## src/rtl/ht16d35a_command_sequencer.sv

```systemverilog
// HT16D35A LED driver command sequencer: power-up wait, fixed init table, then
// brightness / display-RAM writes handed to an SPI controller via activate/busy.
module ht16d35a_command_sequencer #(
  parameter int                     NUM_SELECTS  = 2,
  parameter logic [NUM_SELECTS-1:0] CS_MASK      = NUM_SELECTS'(1),
  parameter int                     OUT_BYTES    = 8,
  parameter int                     OUT_BYTES_SZ = $clog2(OUT_BYTES + 1),
  parameter int                     IN_BYTES     = 4,
  parameter int                     IN_BYTES_SZ  = $clog2(IN_BYTES + 1),
  parameter int                     CLK_PWRUP    = 500000,
  parameter int                     ACK_TIMEOUT  = 1024,
  parameter logic [5:0]             BRIGHT_INIT  = 6'h20
) (
  input  logic                         clk,
  input  logic                         reset,
  input  logic                         spi_busy,
  output logic                         spi_activate,
  output logic [NUM_SELECTS-1:0]       spi_in_cs,
  output logic [OUT_BYTES-1:0][7:0]    spi_out_data,
  output logic [OUT_BYTES_SZ-1:0]      spi_out_count,
  output logic [IN_BYTES_SZ-1:0]       spi_in_count,
  input  logic                         bright_valid,
  input  logic [5:0]                   bright_value,
  input  logic                         ram_valid,
  input  logic [7:0]                   ram_addr,
  input  logic [3:0][7:0]              ram_data,
  output logic                         ready,
  output logic                         init_done,
  output logic                         err
);

  localparam int PWR_W = $clog2(CLK_PWRUP + 1);
  localparam int TMO_W = $clog2(ACK_TIMEOUT + 1);
  localparam logic [PWR_W-1:0] PWR_LAST = PWR_W'(CLK_PWRUP - 1);
  localparam logic [TMO_W-1:0] TMO_LAST = TMO_W'(ACK_TIMEOUT - 1);

  typedef enum logic [2:0] {S_PWRUP, S_INIT, S_IDLE, S_ISSUE, S_WAIT_DONE} state_t;

  state_t                      state_q;
  logic [PWR_W-1:0]            pwr_cnt_q;
  logic [TMO_W-1:0]            tmo_cnt_q;
  logic [1:0]                  init_idx_q;
  logic                        host_cmd_q;
  logic                        activate_q;
  logic [OUT_BYTES-1:0][7:0]   data_q;
  logic [OUT_BYTES_SZ-1:0]     count_q;
  logic                        ready_q;
  logic                        init_done_q;
  logic                        err_q;

  logic [OUT_BYTES-1:0][7:0]   init_data;
  logic [OUT_BYTES_SZ-1:0]     init_count;
  logic [OUT_BYTES-1:0][7:0]   bright_data;
  logic [OUT_BYTES-1:0][7:0]   ram_payload;

  always_comb begin
    init_data   = '0;
    init_count  = '0;
    bright_data = '0;
    ram_payload = '0;
    case (init_idx_q)
      2'd0: begin init_data[0] = 8'hCC; init_count = OUT_BYTES_SZ'(1); end
      2'd1: begin init_data[0] = 8'h32; init_data[1] = 8'h07; init_count = OUT_BYTES_SZ'(2); end
      2'd2: begin
        init_data[0] = 8'h37; init_data[1] = 8'h00; init_data[2] = {2'b00, BRIGHT_INIT};
        init_count = OUT_BYTES_SZ'(3);
      end
      default: begin init_data[0] = 8'h35; init_data[1] = 8'h03; init_count = OUT_BYTES_SZ'(2); end
    endcase
    bright_data[0] = 8'h37;
    bright_data[1] = 8'h00;
    bright_data[2] = {2'b00, bright_value};
    ram_payload[0] = 8'h80;
    ram_payload[1] = ram_addr;
    for (int i = 0; i < 4; i++) ram_payload[i+2] = ram_data[i];
  end

  always_ff @(posedge clk or posedge reset) begin
    if (reset) begin
      state_q     <= S_PWRUP;
      pwr_cnt_q   <= '0;
      tmo_cnt_q   <= '0;
      init_idx_q  <= '0;
      host_cmd_q  <= 1'b0;
      activate_q  <= 1'b0;
      data_q      <= '0;
      count_q     <= '0;
      ready_q     <= 1'b0;
      init_done_q <= 1'b0;
      err_q       <= 1'b0;
    end else begin
      case (state_q)
        S_PWRUP: begin
          if (pwr_cnt_q == PWR_LAST) begin
            state_q    <= S_INIT;
            init_idx_q <= '0;
            host_cmd_q <= 1'b0;
          end else begin
            pwr_cnt_q <= pwr_cnt_q + PWR_W'(1);
          end
        end
        // Shared launch point: holds off until the controller reports not-busy.
        S_INIT: begin
          if (!host_cmd_q) begin
            data_q  <= init_data;
            count_q <= init_count;
          end
          if (!spi_busy) begin
            activate_q <= 1'b1;
            tmo_cnt_q  <= '0;
            state_q    <= S_ISSUE;
          end
        end
        S_IDLE: begin
          if (ready_q && bright_valid) begin
            data_q     <= bright_data;
            count_q    <= OUT_BYTES_SZ'(3);
            host_cmd_q <= 1'b1;
            ready_q    <= 1'b0;
            state_q    <= S_INIT;
          end else if (ready_q && ram_valid) begin
            data_q     <= ram_payload;
            count_q    <= OUT_BYTES_SZ'(6);
            host_cmd_q <= 1'b1;
            ready_q    <= 1'b0;
            state_q    <= S_INIT;
          end
        end
        S_ISSUE: begin
          if (spi_busy) begin
            activate_q <= 1'b0;
            state_q    <= S_WAIT_DONE;
          end else if (tmo_cnt_q == TMO_LAST) begin
            activate_q <= 1'b0;
            err_q      <= 1'b1;
            state_q    <= S_WAIT_DONE;
          end else begin
            tmo_cnt_q <= tmo_cnt_q + TMO_W'(1);
          end
        end
        S_WAIT_DONE: begin
          if (!spi_busy) begin
            if (host_cmd_q) begin
              host_cmd_q <= 1'b0;
              ready_q    <= 1'b1;
              state_q    <= S_IDLE;
            end else if (init_idx_q == 2'd3) begin
              init_done_q <= 1'b1;
              ready_q     <= 1'b1;
              state_q     <= S_IDLE;
            end else begin
              init_idx_q <= init_idx_q + 2'd1;
              state_q    <= S_INIT;
            end
          end
        end
        default: state_q <= S_PWRUP;
      endcase
    end
  end

  assign spi_activate  = activate_q;
  assign spi_in_cs     = CS_MASK;
  assign spi_out_data  = data_q;
  assign spi_out_count = count_q;
  assign spi_in_count  = '0;
  assign ready         = ready_q;
  assign init_done     = init_done_q;
  assign err           = err_q;

endmodule

```

## config.mk

```make
export PLATFORM = sky130hd
export DESIGN_NAME = ht16d35a_command_sequencer
export DESIGN_NICKNAME = d
export VERILOG_FILES = /design/src/rtl/ht16d35a_command_sequencer.sv
export SDC_FILE = /design/constraint.sdc
export NUM_CORES = 1
export LEC_CHECK = 0
export ABC_AREA = 1
export BUFFER_PORTS_ARGS = -buffer_cell sky130_fd_sc_hd__buf_4
export CORE_MARGIN = 4
export CORE_UTILIZATION = 45
export CTS_CLUSTER_DIAMETER = 200
export DETAILED_ROUTE_END_ITERATION = 8
export HOLD_SLACK_MARGIN = 0.05
export PLACE_DENSITY = 0.81
export RECOVER_POWER = 100
export SYNTH_ARGS = -nofsm -noshare
export SYNTH_HDL_FRONTEND = slang
export SYNTH_SLANG_ARGS = --single-unit
```

## constraint.sdc

```tcl
create_clock -name clk -period 3.29 [get_ports clk]
set_input_delay 0.8225 -clock clk [delete_from_list [all_inputs] [get_ports clk]]
set_output_delay 0.8225 -clock clk [all_outputs]
set_load 0.03 [all_outputs]
```

==> results.sh, run 1 <==
export IMPL_drtAntennaViolNets=0
export IMPL_cts_hold_buf=0
export IMPL_worstSkewPairLatency_ns=0.35
export IMPL_cp_start_kind="flip-flop"
export IMPL_setup_ws_ns=0.903
export IMPL_hold_path_class="reg -> reg"
export IMPL_synth_top_area_cell="dfrtp_1"
export IMPL_ir_drop_uv=583
export IMPL_detail_route_wl_per_cell_um=13.5
export IMPL_path_clk_slew_ns=0.08
export IMPL_grt_pass1_vias=3992
export IMPL_drive_gt1_frac=0.150
export IMPL_wl_met1_um=4690
export IMPL_p_leak_uw=0.00272
export IMPL_rows=37
export IMPL_ys_flop_type="dfrtp_1"
export IMPL_io_pins=128
export IMPL_ctsResizeCount=0
export IMPL_antenna_found_initial=0
export IMPL_ys_seq_elements=89
export IMPL_cp_required_ns=3.52
export IMPL_yosysSeqAreaShare=0.463
export IMPL_drt_iter0_drc=374
export IMPL_max_freq_ghz=0.419
export IMPL_h_tree_depth=3
export IMPL_synth_most_common_cell="nand2_1"
export IMPL_gp_congestion=0.856
export IMPL_cts_tree="done"
export IMPL_worstPathArrival_ns=2.62
export IMPL_violations="capacitance limit, slew limit"
export IMPL_root_buffer="clkbuf_8"
export IMPL_fin_skew_ns=0.00819
export IMPL_fp_coreArea_sq_mm=0.0104
export IMPL_place_hpwl_um=8140
export IMPL_initial_core_util=0.463
export IMPL_period_share=0.726
export IMPL_synth_top_area_frac=0.463
export IMPL_final_instance_count_excl_fill=818
export IMPL_dieArea_sq_mm=0.0124
export IMPL_rsz0062_at_grt="false"
export IMPL_first_pass_iters=5
export IMPL_vias_per_cell=5.07
export IMPL_synth_edf_count=0
export IMPL_hold_viol=0
export IMPL_relSlewSlack=-0.452
export IMPL_grt_remaining_overflow=0
export IMPL_portBuffers=105
export IMPL_place_ws_ns=0.990
export IMPL_powerDensity_mw_per_mm2=844
export IMPL_cts_sinks=89
export IMPL_fin_nets=736
export IMPL_route_met3_wl_um=903
export IMPL_whs_ns=0.480
export IMPL_area_delta_synth_final_pct=15.2
export IMPL_drc=0
export IMPL_cp_end_kind="flip-flop"
export IMPL_syn_area_per_cell_sq_um=8.29
export IMPL_clock_path_buffers=2
export IMPL_die_y_um=111
export IMPL_synth_common_cells="nand2_1 (200), dfrtp_1 (89), nand3_1 (53)"
export IMPL_num_antenna_cells=0
export IMPL_cts_made_buffers=9
export IMPL_grt_max_degree=50
export IMPL_crit_type="reg -> reg"
export IMPL_dr_total_vias=4144
export IMPL_max_slew_worst_pin_slew_ns=2.17
export IMPL_setup_tns_final_ns=0
export IMPL_ys_async_sr_fraction=1.00
export IMPL_dp_cells=802
export IMPL_grt_util_all_layers=0.180
export IMPL_met2_length_um=5340
export IMPL_yosys_warnings=0
export IMPL_drv_slew=49
export IMPL_synth_cell_type_count=36
export IMPL_cts_setup_buffers=0
export IMPL_synth_area_leaders="dfrtp_1 (46%), nand2_1 (16%), nand3_1 (5.5%), nand3_2 (4.2%), buf_4 (4.1%)"
export IMPL_synthCells=580
export IMPL_finalSetupViolCount=0
export IMPL_max_cap_violations=1
export IMPL_synth_area_sq_mm=0.00481
export IMPL_power_total_uw=4670
export IMPL_outcome="finished with violations"
export IMPL_grt_first_pass_wirelength_um=18600
export IMPL_worstPathMaxFanout=27
export IMPL_top_layer_used="met4"
export IMPL_routed_wirelength_um=11000
export IMPL_period_needed_ns=2.39
export IMPL_die_x_um=111
## sequential cells by signal, summed over array words and instances (netlist names), 2 cells and up
signal	count
state_q	3
spi_out_count	3
pwr_cnt_q	19
init_idx_q	2
spi_out_data	46
tmo_cnt_q	11
## per-layer routing
layer,up-vias,GRT usage
li1,2006,-
met4,0,0.0552
met2,145,0.298
met3,13,0.0549
met1,1980,0.227
met5,-,0
## power by group
part           switching (uW)  internal (uW)  total [uW]
clock network             371            448         819
logic                    1660            548        2210
registers                 239           1400        1640
total                    2270           2400        4670
## cell type report
type | instances | area [sq um]
clock inverters | 5 | 78.8
multi-input cells | 424 | 2120
flip-flops and latches | 89 | 2230
clock buffers | 11 | 141
inverters | 44 | 169
fillers | 987 | 4830
repair buffers | 109 | 631
well taps | 136 | 170
## cells by family (layout without fill, tap and decap cells)
kind of cell    after synthesis  count (layout)  share of synthesized area
flops                        89              89                      0.463
compound gates               46              46                     0.0581
buf+inv                      87             169                      0.105
fa+ha+maj                     8               8                     0.0208
other cells                   2              22                    0.00156
simple gates                335             335                      0.328
xor+xnor                     13              13                     0.0237
## worst paths after layout
kind	endpoint	slack, ns	cells after the start	from
worst max-delay path	pwr_cnt_q[4]	0.90	8	pwr_cnt_q[0]
min in group asynchronous	spi_out_data[32]	1.05	2	reset
worst min register to register	err	0.48	2	err
worst min-delay path	err	0.48	2	err
worst max register to register	pwr_cnt_q[4]	0.90	8	pwr_cnt_q[0]
max in group asynchronous	spi_out_data[45]	0.98	3	reset
## cell usage in the layout (no fill, tap or decap), types with 6 or more instances in the layout
master and count:
ha_1 8, buf_4 49, clkbuf_1 57, nand3_2 20, dfrtp_1 89, inv_1 38, clkbuf_8 10, conb_1 22
nand2_1 205, nand3_1 54, o22ai_1 6, nor2_1 37, o21ai_0 24, nand4_1 7, xor2_1 8
## per-stage QoR
step                utilization  cell area, sq um
finish                    0.534              5540
global route              0.534              5540
CTS                       0.558              5790
detailed placement        0.537              5570
global placement          0.537              5570
floorplan                     -              4880
## worst max-delay path, cell delays in order, from the launching register on
cell,delay [ns]
dfrtp_1,0.45
ha_1,0.29
nand4_1,0.12
nor2_1,0.12
nand3_1,0.09
nand2_1,0.65
inv_2,0.31
nand3_1,0.16
nand2_1,0.07
(Power assumes the default switching activity.)
==> run 2: changes to the inputs <==
==> constraint.sdc (replaced) <==
create_clock -name clk -period 2.06 [get_ports clk]
set_input_delay 0.515 -clock clk [delete_from_list [all_inputs] [get_ports clk]]
set_output_delay 0.515 -clock clk [all_outputs]
set_load 0.03 [all_outputs]
==> results.sh, run 2 (synthesis results as in run 1) <==
export IMPL_outcome="finished clean"
export IMPL_cts_made_buffers=9
export IMPL_h_tree_depth=3
export IMPL_max_freq_ghz=0.535
export IMPL_die_x_um=111
export IMPL_portBuffers=105
export IMPL_setup_tns_final_ns=0
export IMPL_finalSetupViolCount=0
export IMPL_layout_commonest_cell="nand2_1"
export IMPL_max_cap_violations=0
export IMPL_cp_start_kind="flip-flop"
export IMPL_crit_type="reg -> reg"
export IMPL_first_pass_iters=5
export IMPL_final_cell_mix="nand2_1 (203), dfrtp_1 (89), nand3_1 (56)"
export IMPL_gp_congestion=0.912
export IMPL_num_antenna_cells=0
export IMPL_period_share=0.908
export IMPL_largest_reg_flops=46
export IMPL_route_met3_wl_um=789
export IMPL_ir_drop_uv=823
export IMPL_dieArea_sq_mm=0.0124
export IMPL_n_fill_cell=976
export IMPL_cts_hold_buf=0
export IMPL_routed_wirelength_um=10700
export IMPL_antenna_found_initial=0
export IMPL_met2_length_um=5170
export IMPL_initial_core_util=0.463
export IMPL_vias_per_cell=5.08
export IMPL_worstPathArrival_ns=2.17
export IMPL_p_leak_uw=0.00275
export IMPL_cp_end_kind="flip-flop"
export IMPL_fin_area_sq_mm=0.00562
export IMPL_drive_gt1_frac=0.157
export IMPL_max_slew_worst_pin_slew_ns=1.17
export IMPL_fin_skew_ns=0.00760
export IMPL_dr_total_vias=4179
export IMPL_worstSkewPairLatency_ns=0.36
export IMPL_worstPathMaxFanout=36
export IMPL_cts_setup_buffers=0
export IMPL_area_delta_synth_final_pct=17.0
export IMPL_io_pins=128
export IMPL_placed_area_sq_mm=0.00562
export IMPL_grt_util_all_layers=0.174
export IMPL_cts_sinks=89
export IMPL_root_buffer="clkbuf_8"
export IMPL_drt_iter0_drc=301
export IMPL_drc=0
export IMPL_grt_max_degree=90
export IMPL_fp_coreArea_sq_mm=0.0104
export IMPL_dp_cells=806
export IMPL_detail_route_wl_per_cell_um=13.1
export IMPL_grt_pass1_vias=4187
export IMPL_rsz0062_at_grt="false"
export IMPL_grt_remaining_overflow=0
export IMPL_wl_met1_um=4510
export IMPL_top_layer_used="met4"
export IMPL_place_hpwl_um=8020
export IMPL_grt_first_pass_wirelength_um=18300
export IMPL_clock_path_buffers=2
export IMPL_hold_viol=0
export IMPL_fin_nets=740
export IMPL_path_clk_slew_ns=0.09
export IMPL_die_y_um=111
export IMPL_powerDensity_mw_per_mm2=1390
export IMPL_period_needed_ns=1.87
export IMPL_ctsResizeCount=0
export IMPL_relSlewSlack=0.218
export IMPL_drv_slew=0
export IMPL_rows=37
export IMPL_drtAntennaViolNets=0
export IMPL_cp_required_ns=2.36
export IMPL_hold_path_class="in -> reg"
export IMPL_cts_tree="done"
export IMPL_final_instance_count_excl_fill=822
run 2: cell count changes in the layout (fill, tap and decap cells not counted), sizes merged:
cell,previous run,this run
buf,51,55
bufinv,2,3
clkbuf,69,68
clkinv,3,2
clkinvlp,1,2
run 2: worst max-delay path, stage by stage (launching register included):
cell      delay (ns)
dfrtp_1         0.43
inv_1           0.19
nand3_4         0.22
inv_2           0.11
nand2_1         0.08
nand2_1         0.14
clkbuf_4        0.39
nand2_1         0.12
nand2_1         0.10
run 2: layer usage:
metal  track usage  vias to the layer above
li1              -                     2016
met1         0.204                     1981
met2         0.303                      157
met3        0.0429                       25
met4        0.0770                        0
met5             0                        -
run 2: per-stage QoR:
step	hold slack (ns)	power, uW	utilization	setup slack, ns
final	0.364	7800	0.542	0.189
after global placement	0.461	6650	0.542	0.369
after CTS	0.283	8250	0.567	0.291
after global routing	0.353	8340	0.542	0.0588
after detailed placement	0.463	6770	0.542	0.307
after floorplan	0.474	5680	-	0.509
run 2: cell type report:
| class | instances | area, sq um | area share |
|---|---|---|---|
| Timing Repair Buffer | 113 | 679 | 0.121 |
| Multi-Input combinational cell | 424 | 2130 | 0.378 |
| Tap cell | 136 | 170 | 0.0303 |
| Clock inverter | 6 | 115 | 0.0205 |
| Inverter | 44 | 169 | 0.0300 |
| Clock buffer | 10 | 138 | 0.0245 |
| Sequential cell | 89 | 2230 | 0.396 |
run 2: path summary, 6_finish.rpt:
path / startpoint / slack (ns) / endpoint / cells past startpoint
setup / recovery: state_q[0] / 0.19 / spi_out_data[40] / 8
hold / removal: spi_busy / 0.36 / err / 2
setup reg to reg: state_q[0] / 0.19 / spi_out_data[40] / 8
hold reg to reg: err / 0.47 / err / 2
max in group asynchronous: reset / 0.73 / tmo_cnt_q[10] / 3
min in group asynchronous: reset / 0.56 / spi_out_data[8] / 3
run 2: power breakdown:
group	leakage, uW	switching, uW	internal [uW]
combinational	0.00144	2680	1060
sequential	0.00119	368	2240
clock	0.000123	612	842
total	0.00275	3660	4140
